## src/rtl/ifu_mc.sv

```systemverilog
// Multicycle instruction fetch unit: PC/IR, next-PC selection and a one-word
// prefetch buffer filled from a variable-latency instruction memory.
module ifu_mc #(
    parameter logic [31:0] RESET_PC     = 32'h0000_3000,
    parameter int unsigned IMEM_TIMEOUT = 16
) (
    input  logic        clk,
    input  logic        rst,
    input  logic        PCWr,
    input  logic        IRWr,
    input  logic [1:0]  NPCOp,
    output logic        imem_req,
    output logic [31:0] imem_addr,
    input  logic        imem_ack,
    input  logic [31:0] imem_rdata,
    output logic [31:0] PC,
    output logic [31:0] IR,
    output logic [5:0]  Op,
    output logic [5:0]  Funct,
    output logic        fetch_stall,
    output logic        fetch_err
);

    localparam int unsigned CW = $clog2(IMEM_TIMEOUT + 1);
    localparam logic [1:0] NPC_PLUS4  = 2'b00;
    localparam logic [1:0] NPC_BRANCH = 2'b01;
    localparam logic [1:0] NPC_JUMP   = 2'b10;

    // IDLE: buffer holds mem[PC]; REQ: fetching mem[PC]; DROP: stale fetch in flight
    typedef enum logic [1:0] {
        S_IDLE = 2'd0,
        S_REQ  = 2'd1,
        S_DROP = 2'd2
    } state_t;

    state_t        state, state_nx;
    logic [31:0]   npc;
    logic [31:0]   pf_word;
    logic [31:0]   drop_addr;
    logic [CW-1:0] tcnt, tcnt_nx;
    logic          pc_ld, ir_ld, pf_ld, drop_ld, err_set;
    logic          in_req;

    assign in_req      = (state != S_IDLE);
    assign imem_req    = in_req;
    assign imem_addr   = (state == S_DROP) ? drop_addr : PC;
    assign fetch_stall = IRWr && (state != S_IDLE);
    assign Op          = IR[31:26];
    assign Funct       = IR[5:0];

    // Next-PC selection; reserved encoding behaves as PLUS4
    always_comb begin
        npc = PC + 32'd4;
        case (NPCOp)
            NPC_PLUS4:  npc = PC + 32'd4;
            NPC_BRANCH: npc = PC + {{14{IR[15]}}, IR[15:0], 2'b00};
            NPC_JUMP:   npc = {PC[31:28], IR[25:0], 2'b00};
            default:    npc = PC + 32'd4;
        endcase
    end

    // State register
    always_ff @(posedge clk) begin
        if (rst) state <= S_REQ;
        else     state <= state_nx;
    end

    // Next-state and register load enables; a stalled IRWr suppresses PCWr
    always_comb begin
        state_nx = state;
        pc_ld    = 1'b0;
        ir_ld    = 1'b0;
        pf_ld    = 1'b0;
        drop_ld  = 1'b0;
        case (state)
            S_IDLE: begin
                if (IRWr) ir_ld = 1'b1;
                if (PCWr) begin
                    pc_ld    = 1'b1;
                    state_nx = S_REQ;
                end
            end
            S_REQ: begin
                if (IRWr) begin
                    if (imem_ack) begin
                        pf_ld    = 1'b1;
                        state_nx = S_IDLE;
                    end
                end else if (PCWr) begin
                    pc_ld = 1'b1;
                    if (!imem_ack) begin
                        drop_ld  = 1'b1;
                        state_nx = S_DROP;
                    end
                end else if (imem_ack) begin
                    pf_ld    = 1'b1;
                    state_nx = S_IDLE;
                end
            end
            S_DROP: begin
                if (PCWr && !IRWr) pc_ld = 1'b1;
                if (imem_ack) state_nx = S_REQ;
            end
            default: state_nx = S_REQ;
        endcase
    end

    // Request-age counter, saturating at the timeout
    always_comb begin
        tcnt_nx = tcnt;
        err_set = 1'b0;
        if (!in_req || imem_ack) begin
            tcnt_nx = '0;
        end else if (tcnt != CW'(IMEM_TIMEOUT)) begin
            tcnt_nx = tcnt + CW'(1);
            if (tcnt_nx == CW'(IMEM_TIMEOUT)) err_set = 1'b1;
        end
    end

    // Architectural and buffer registers
    always_ff @(posedge clk) begin
        if (rst) begin
            PC        <= RESET_PC;
            IR        <= '0;
            pf_word   <= '0;
            drop_addr <= '0;
            tcnt      <= '0;
            fetch_err <= 1'b0;
        end else begin
            if (pc_ld)   PC        <= npc;
            if (ir_ld)   IR        <= pf_word;
            if (pf_ld)   pf_word   <= imem_rdata;
            if (drop_ld) drop_addr <= PC;
            tcnt <= tcnt_nx;
            if (err_set) fetch_err <= 1'b1;
        end
    end

endmodule

```

## config.mk

```make
export PLATFORM = sky130hd
export DESIGN_NAME = ifu_mc
export DESIGN_NICKNAME = d
export VERILOG_FILES = /design/src/rtl/ifu_mc.sv
export SDC_FILE = /design/constraint.sdc
export NUM_CORES = 1
export LEC_CHECK = 0
export CAP_MARGIN = 25
export CORE_ASPECT_RATIO = 1.5
export CORE_MARGIN = 10
export CORE_UTILIZATION = 36
export DETAILED_ROUTE_END_ITERATION = 16
export GPL_ROUTABILITY_DRIVEN = 0
export HOLD_SLACK_MARGIN = 0.15
export SLEW_MARGIN = 20
export SYNTH_ARGS = -nofsm -noshare
export SYNTH_HDL_FRONTEND = slang
export SYNTH_SLANG_ARGS = --single-unit
```

## constraint.sdc

```tcl
create_clock -name clk -period 6.94 [get_ports clk]
set_input_delay 1.388 -clock clk [delete_from_list [all_inputs] [get_ports clk]]
set_output_delay 1.388 -clock clk [all_outputs]
set_load 0.01 [all_outputs]
```

==> results_dict.tcl, run 1 <==
set metrics [dict create \
    overflow 0 \
    cts_setup_buffers 0 \
    ys.flop_type "dfxtp_1" \
    synth_cell_types 66 \
    grt_pass1_vias 6497 \
    max_slew_margin 0.352 \
    wl_per_cell_um 16.7 \
    num_rows 62 \
    routed_wl_um 21800 \
    antennaDiodeCount 0 \
    cts_made_buffers 17 \
    postRouteAntennaNets 0 \
    grt_max_degree 90 \
    power.density_nw_per_um2 220 \
    status "finished, final reports clean" \
    die-height_um 192 \
    grt_pass1_wl_um 34500 \
    hold_depth 2 \
    synthArstFlopShare 0 \
    io_buffer_count 145 \
    vdd_drop_max_mv 0.149 \
    slew_violations 0 \
    antenna_found_initial 0 \
    cts_resized 0 \
    die_area_um2 25800 \
    h-tree-depth 4 \
    drv_cap 0 \
    clock_latency_ns 0.41 \
    grt_usage 0.165 \
    die_w_um 134 \
    hold_buffers 0 \
    vias 6789 \
    ioPinCount 150 \
    core_region_area_um2 19200 \
    synth_seq_cells 132 \
    placed_cell_area_um2 8550 \
    clockRootBuffer "clkbuf_16" \
    finalSetupViolations 0 \
    syn_avg_cell_area_um2 7.54 \
    skew_ns 0.0129 \
    postSynthCellCount 938 \
    ys_warn_count 0 \
    numClockSinks 132 \
    synth_area_um2 7070 \
    final_nets 1092 \
    static-leakage-power_uw 0.00333 \
    rsz0062_at_grt "false" \
    drtIter0Drc 432 \
    crit_arrival_ns 5.13 \
    clock_path_buffers 2 \
    hold_path.class "flip-flop to flip-flop" \
    drive_gt1_frac 0.0842 \
    max_slew.worst_pin.slew_ns 0.972 \
    period_needed_ns 4.88 \
    yosysSeqAreaShare 0.374 \
    worstPathRequired_ns 7.20 \
    post-route-drc-count 0 \
    drtPass1Iterations 5 \
    critPathMaxFanout 15 \
    worst_setup_path_start_kind "primary input" \
    areaGrowthSynthToFinish_pct 30.1 \
    min_period_over_period 0.703 \
    tns_ns 0 \
    rrSetupSlack_ns 3.47 \
    final_area_um2 9200 \
    start_util 0.367 \
    synth_edf_count 0 \
    cts_tree "yes" \
    clk_pin_slew_ns 0.06 \
    hpwl_um 15600 \
    crit_type "primary input to flip-flop" \
    endpoint_kind "flip-flop" \
    r2r_cells 12 \
    viasPerCell 5.22 \
    final-hold-violation-count 0 \
    timing.fmax_mhz 205 \
]
## synth_stat cells, types with 6 or more instances
| cell type | n | share of area |
|---|---|---|
| xnor2_1 | 13 | 0.016 |
| ha_1 | 19 | 0.034 |
| and3_1 | 8 | 0.0071 |
| a211oi_1 | 8 | 0.0085 |
| buf_4 | 19 | 0.020 |
| a21o_1 | 13 | 0.014 |
| nor3_1 | 19 | 0.013 |
| o21ai_1 | 10 | 0.0071 |
| a21oi_1 | 133 | 0.094 |
| nand2b_1 | 6 | 0.0053 |
| a311oi_1 | 8 | 0.0099 |
| nand2_1 | 241 | 0.13 |
| clkbuf_1 | 59 | 0.031 |
| a31oi_1 | 7 | 0.0062 |
| o21ai_0 | 23 | 0.016 |
| and2_1 | 17 | 0.015 |
| mux2_2 | 27 | 0.043 |
| dfxtp_1 | 132 | 0.37 |
| inv_1 | 12 | 0.0064 |
| xor2_1 | 6 | 0.0074 |
| nor2b_1 | 7 | 0.0062 |
| nor2_1 | 49 | 0.026 |
| mux2i_1 | 6 | 0.0085 |
| nand3_1 | 18 | 0.013 |
## flip-flops by register name, indices dropped and copies added (netlist names)
register   flops
fetch_err      1
PC            30
drop_addr     30
tcnt           5
pf_word       32
state          2
IR            32
## stage by stage
step | power, uW | setup WS, ns | cells | util | hold WS, ns
after floorplan | 960 | 2.58 | 941 | - | 0.432
after global placement | 1070 | 1.72 | 1269 | 0.444 | 0.436
after detailed placement | 1070 | 1.67 | 1269 | 0.444 | 0.442
after CTS | 2040 | 2.08 | 1300 | 0.477 | 0.449
after global routing | 2100 | 1.82 | 1301 | 0.478 | 0.459
final | 2030 | 2.06 | 1301 | 0.478 | 0.450
## cells by family after synthesis
kind of cell | count (synthesis) | synth area share
AND/OR/NAND/NOR | 387 | 0.238
AO/OA/AOI/OAI | 246 | 0.209
flip-flops | 132 | 0.374
buffers and inverters | 97 | 0.0630
multiplexers | 36 | 0.0563
adder cells (fa/ha/maj) | 20 | 0.0365
XOR/XNOR | 19 | 0.0235
other | 1 | 0.000531
## layout make-up
type | count | area (um^2)
Fill cell | 1997 | 10000
Multi-Input combinational cell | 712 | 4010
Sequential cell | 132 | 2640
Timing Repair Buffer | 156 | 1540
Clock buffer | 18 | 439
Tap cell | 256 | 320
Clock inverter | 13 | 194
Inverter | 14 | 52.6
## metal layers
layer	share of wire	GRT usage
met3	0.060	0.0400
met1	0.40	0.186
met2	0.52	0.294
met4	0.020	0.0605
met5	0	0
## cells in the final DEF (no fill, tap or decap), drive strengths merged, types with 19 or more instances in the layout
master / n
a21oi: 135
clkdlybuf4s50: 144
dfxtp: 132
ha: 19
inv: 19
mux2: 30
nand2: 241
nor2: 49
nor3: 19
o21ai: 34
## worst max-delay path: stages
cell and delay (ns):
clkdlybuf4s50_1 0.51, nor2b_1 0.15, buf_4 0.21, nand2b_1 0.08, ha_1 0.22, fa_1 0.42
a21o_1 0.23, a211oi_2 0.27, o21bai_2 0.15, a2111oi_2 0.35, nor2_1 0.19, or4_1 0.53
a31oi_1 0.24, xnor2_1 0.14, nor2_1 0.05
## power breakdown
part	switching [uW]	internal, uW	leakage (uW)
sequential	28.5	784	0.00107
clock	360	616	0.000308
combinational	128	108	0.00195
total	517	1510	0.00333
## path summary, 6_finish.rpt
check	startpoint	endpoint
worst max-delay path	NPCOp[0]	PC[30]
worst min-delay path	pf_word[12]	IR[12]
worst max register to register	IR[0]	PC[30]
worst min register to register	pf_word[12]	IR[12]
Power figures use the tool's default switching activity.
==> run 2: changes to the inputs <==
==> constraint.sdc (replaced) <==
create_clock -name clk -period 4.8 [get_ports clk]
set_input_delay 0.96 -clock clk [delete_from_list [all_inputs] [get_ports clk]]
set_output_delay 0.96 -clock clk [all_outputs]
set_load 0.01 [all_outputs]
==> run 2 against run 1 <==
Final cell count up 0.38%; clock skew down 0.0026 ns; worst setup slack worse by 1.5 ns; non-clock buffer count up 5; clock-buffer cell count unchanged; global-route usage up 0.23 points; hold slack worse by 0.0017 ns; core utilization down 0.13 points; final area down 0.27%; via count down 0.78%; sequential cell count unchanged; critical path type unchanged; largest power group unchanged.
==> results_dict.tcl, run 2 (synthesized netlist as in run 1, its figures left out) <==
set metrics [dict create \
    status "finished, final reports clean" \
    cts_tree "yes" \
    slew_violations 0 \
    worst_setup_path_start_kind "primary input" \
    postRouteAntennaNets 0 \
    layout.core_utilization 0.477 \
    post-route-drc-count 0 \
    clockRootBuffer "clkbuf_16" \
    pre_cts_ws_ns 0.136 \
    core_region_area_um2 19200 \
    crit_buf_inv 1 \
    period_needed_ns 4.26 \
    routed_wl_um 22000 \
    placed_cell_area_um2 8590 \
    die_w_um 134 \
    grt_pass1_wl_um 35000 \
    static-leakage-power_uw 0.00332 \
    grt_pass1_vias 6653 \
    clock_path_buffers 2 \
    max_slew.worst_pin.slew_ns 0.966 \
    wl_per_cell_um 16.8 \
    cts_made_buffers 17 \
    slowest_stage "or4_1" \
    final_common_cell "nand2_1" \
    h-tree-depth 4 \
    antennaDiodeCount 0 \
    power.density_nw_per_um2 304 \
    cts_resized 0 \
    max_slew_margin 0.347 \
    power.switching_uw 761 \
    ioPinCount 150 \
    cts_setup_buffers 0 \
    tns_ns 0 \
    cp_top_family "compound AO/OA/AOI/OAI gates" \
    worstPathRequired_ns 5.07 \
    vias 6736 \
    hold_buffers 0 \
    endpoint_kind "flip-flop" \
    drtIter0Drc 310 \
    clock_latency_ns 0.42 \
    final_nets 1097 \
    reg.largest.list "IR (32), pf_word (32)" \
    die-height_um 192 \
    hold_path.class "flip-flop to flip-flop" \
    die_area_um2 25800 \
    final-hold-violation-count 0 \
    final_area_um2 9170 \
    drtPass1Iterations 5 \
    grt_usage 0.167 \
    antenna_found_initial 0 \
    finalSetupViolations 0 \
    rrSetupSlack_ns 1.42 \
    layout.cells.most_common_list "nand2_1 (241), clkdlybuf4s50_1 (144), a21oi_1 (133)" \
    crit_type "primary input to flip-flop" \
    viasPerCell 5.16 \
    io_buffer_count 145 \
    skew_ns 0.0102 \
    grt_max_degree 64 \
    slowest_delay_ns 0.50 \
    overflow 0 \
    min_period_over_period 0.887 \
    timing.fmax_mhz 235 \
    cpMostUsedCell "nor2_1" \
    start_util 0.367 \
    p_int_uw 2030 \
    clk_pin_slew_ns 0.06 \
    vdd_drop_max_mv 0.204 \
    hpwl_um 15900 \
    drive_gt1_frac 0.0876 \
    power_frac_clock 0.454 \
    power_frac_comb 0.124 \
    switching_share 0.273 \
    worst_slack_ns 0.542 \
    areaGrowthSynthToFinish_pct 29.8 \
    fillerInstances 1968 \
    num_rows 62 \
    drv_cap 0 \
    critPathMaxFanout 3 \
    crit_arrival_ns 4.53 \
    path_cells "clkdlybuf4s50_1, nor2b_1, nand2b_1, ha_1, fa_1, a21o_1, a211oi_2, o21bai_2, a2111oi_2, nor2_1, or4_1, a31oi_1, xnor2_1, nor2_1" \
    rsz0062_at_grt "false" \
    seq_power_share 0.422 \
    numClockSinks 132 \
]
run 2: area by class of cell:
class	count	area (um^2)	area share
Multi-Input combinational cell	712	4000	0.436
Sequential cell	132	2640	0.288
Timing Repair Buffer	161	1590	0.173
Clock buffer	18	439	0.0479
Tap cell	256	320	0.0349
Clock inverter	13	126	0.0138
Inverter	14	52.6	0.00573
run 2: worst paths after layout:
check,end,depth (start not counted),start
setup / recovery,PC[30],14,NPCOp[0]
hold / removal,IR[25],2,pf_word[25]
setup reg to reg,PC[30],12,IR[0]
hold reg to reg,IR[25],2,pf_word[25]
run 2: worst reg2reg max path, delay by kind of cell, from the launching register on:
family                     cells  cell delay [ns]
AOI/OAI and AO/OA              5             1.30
xor gates and xnor gates       1             0.15
adders and majority gates      2             0.64
DFF                            1             0.35
and+or+nand+nor                4             0.83
run 2: metrics by stage:
stage	hold slack, ns	power [uW]	cells
6_report	0.448	2790	1306
5_1_grt	0.463	2900	1306
4_1_cts	0.450	2820	1305
3_5_place_dp	0.442	1550	1274
3_3_place_gp	0.438	1540	1273
2_1_floorplan	0.432	1390	941
run 2: power by group through the flow:
stage / sequential, uW / combinational [uW] / clock, uW
2_1_floorplan: 1190 / 196 / 0
3_3_place_gp: 1200 / 344 / 0
3_5_place_dp: 1200 / 348 / 0
4_1_cts: 1180 / 350 / 1290
5_1_grt: 1180 / 383 / 1330
6_report: 1180 / 345 / 1270
run 2: per-layer routing:
| metal | global-route usage | wire, um |
|---|---|---|
| met5 | 0 | 0 |
| met4 | 0.0642 | 491 |
| met3 | 0.0384 | 1190 |
| met2 | 0.301 | 11200 |
| met1 | 0.187 | 9130 |
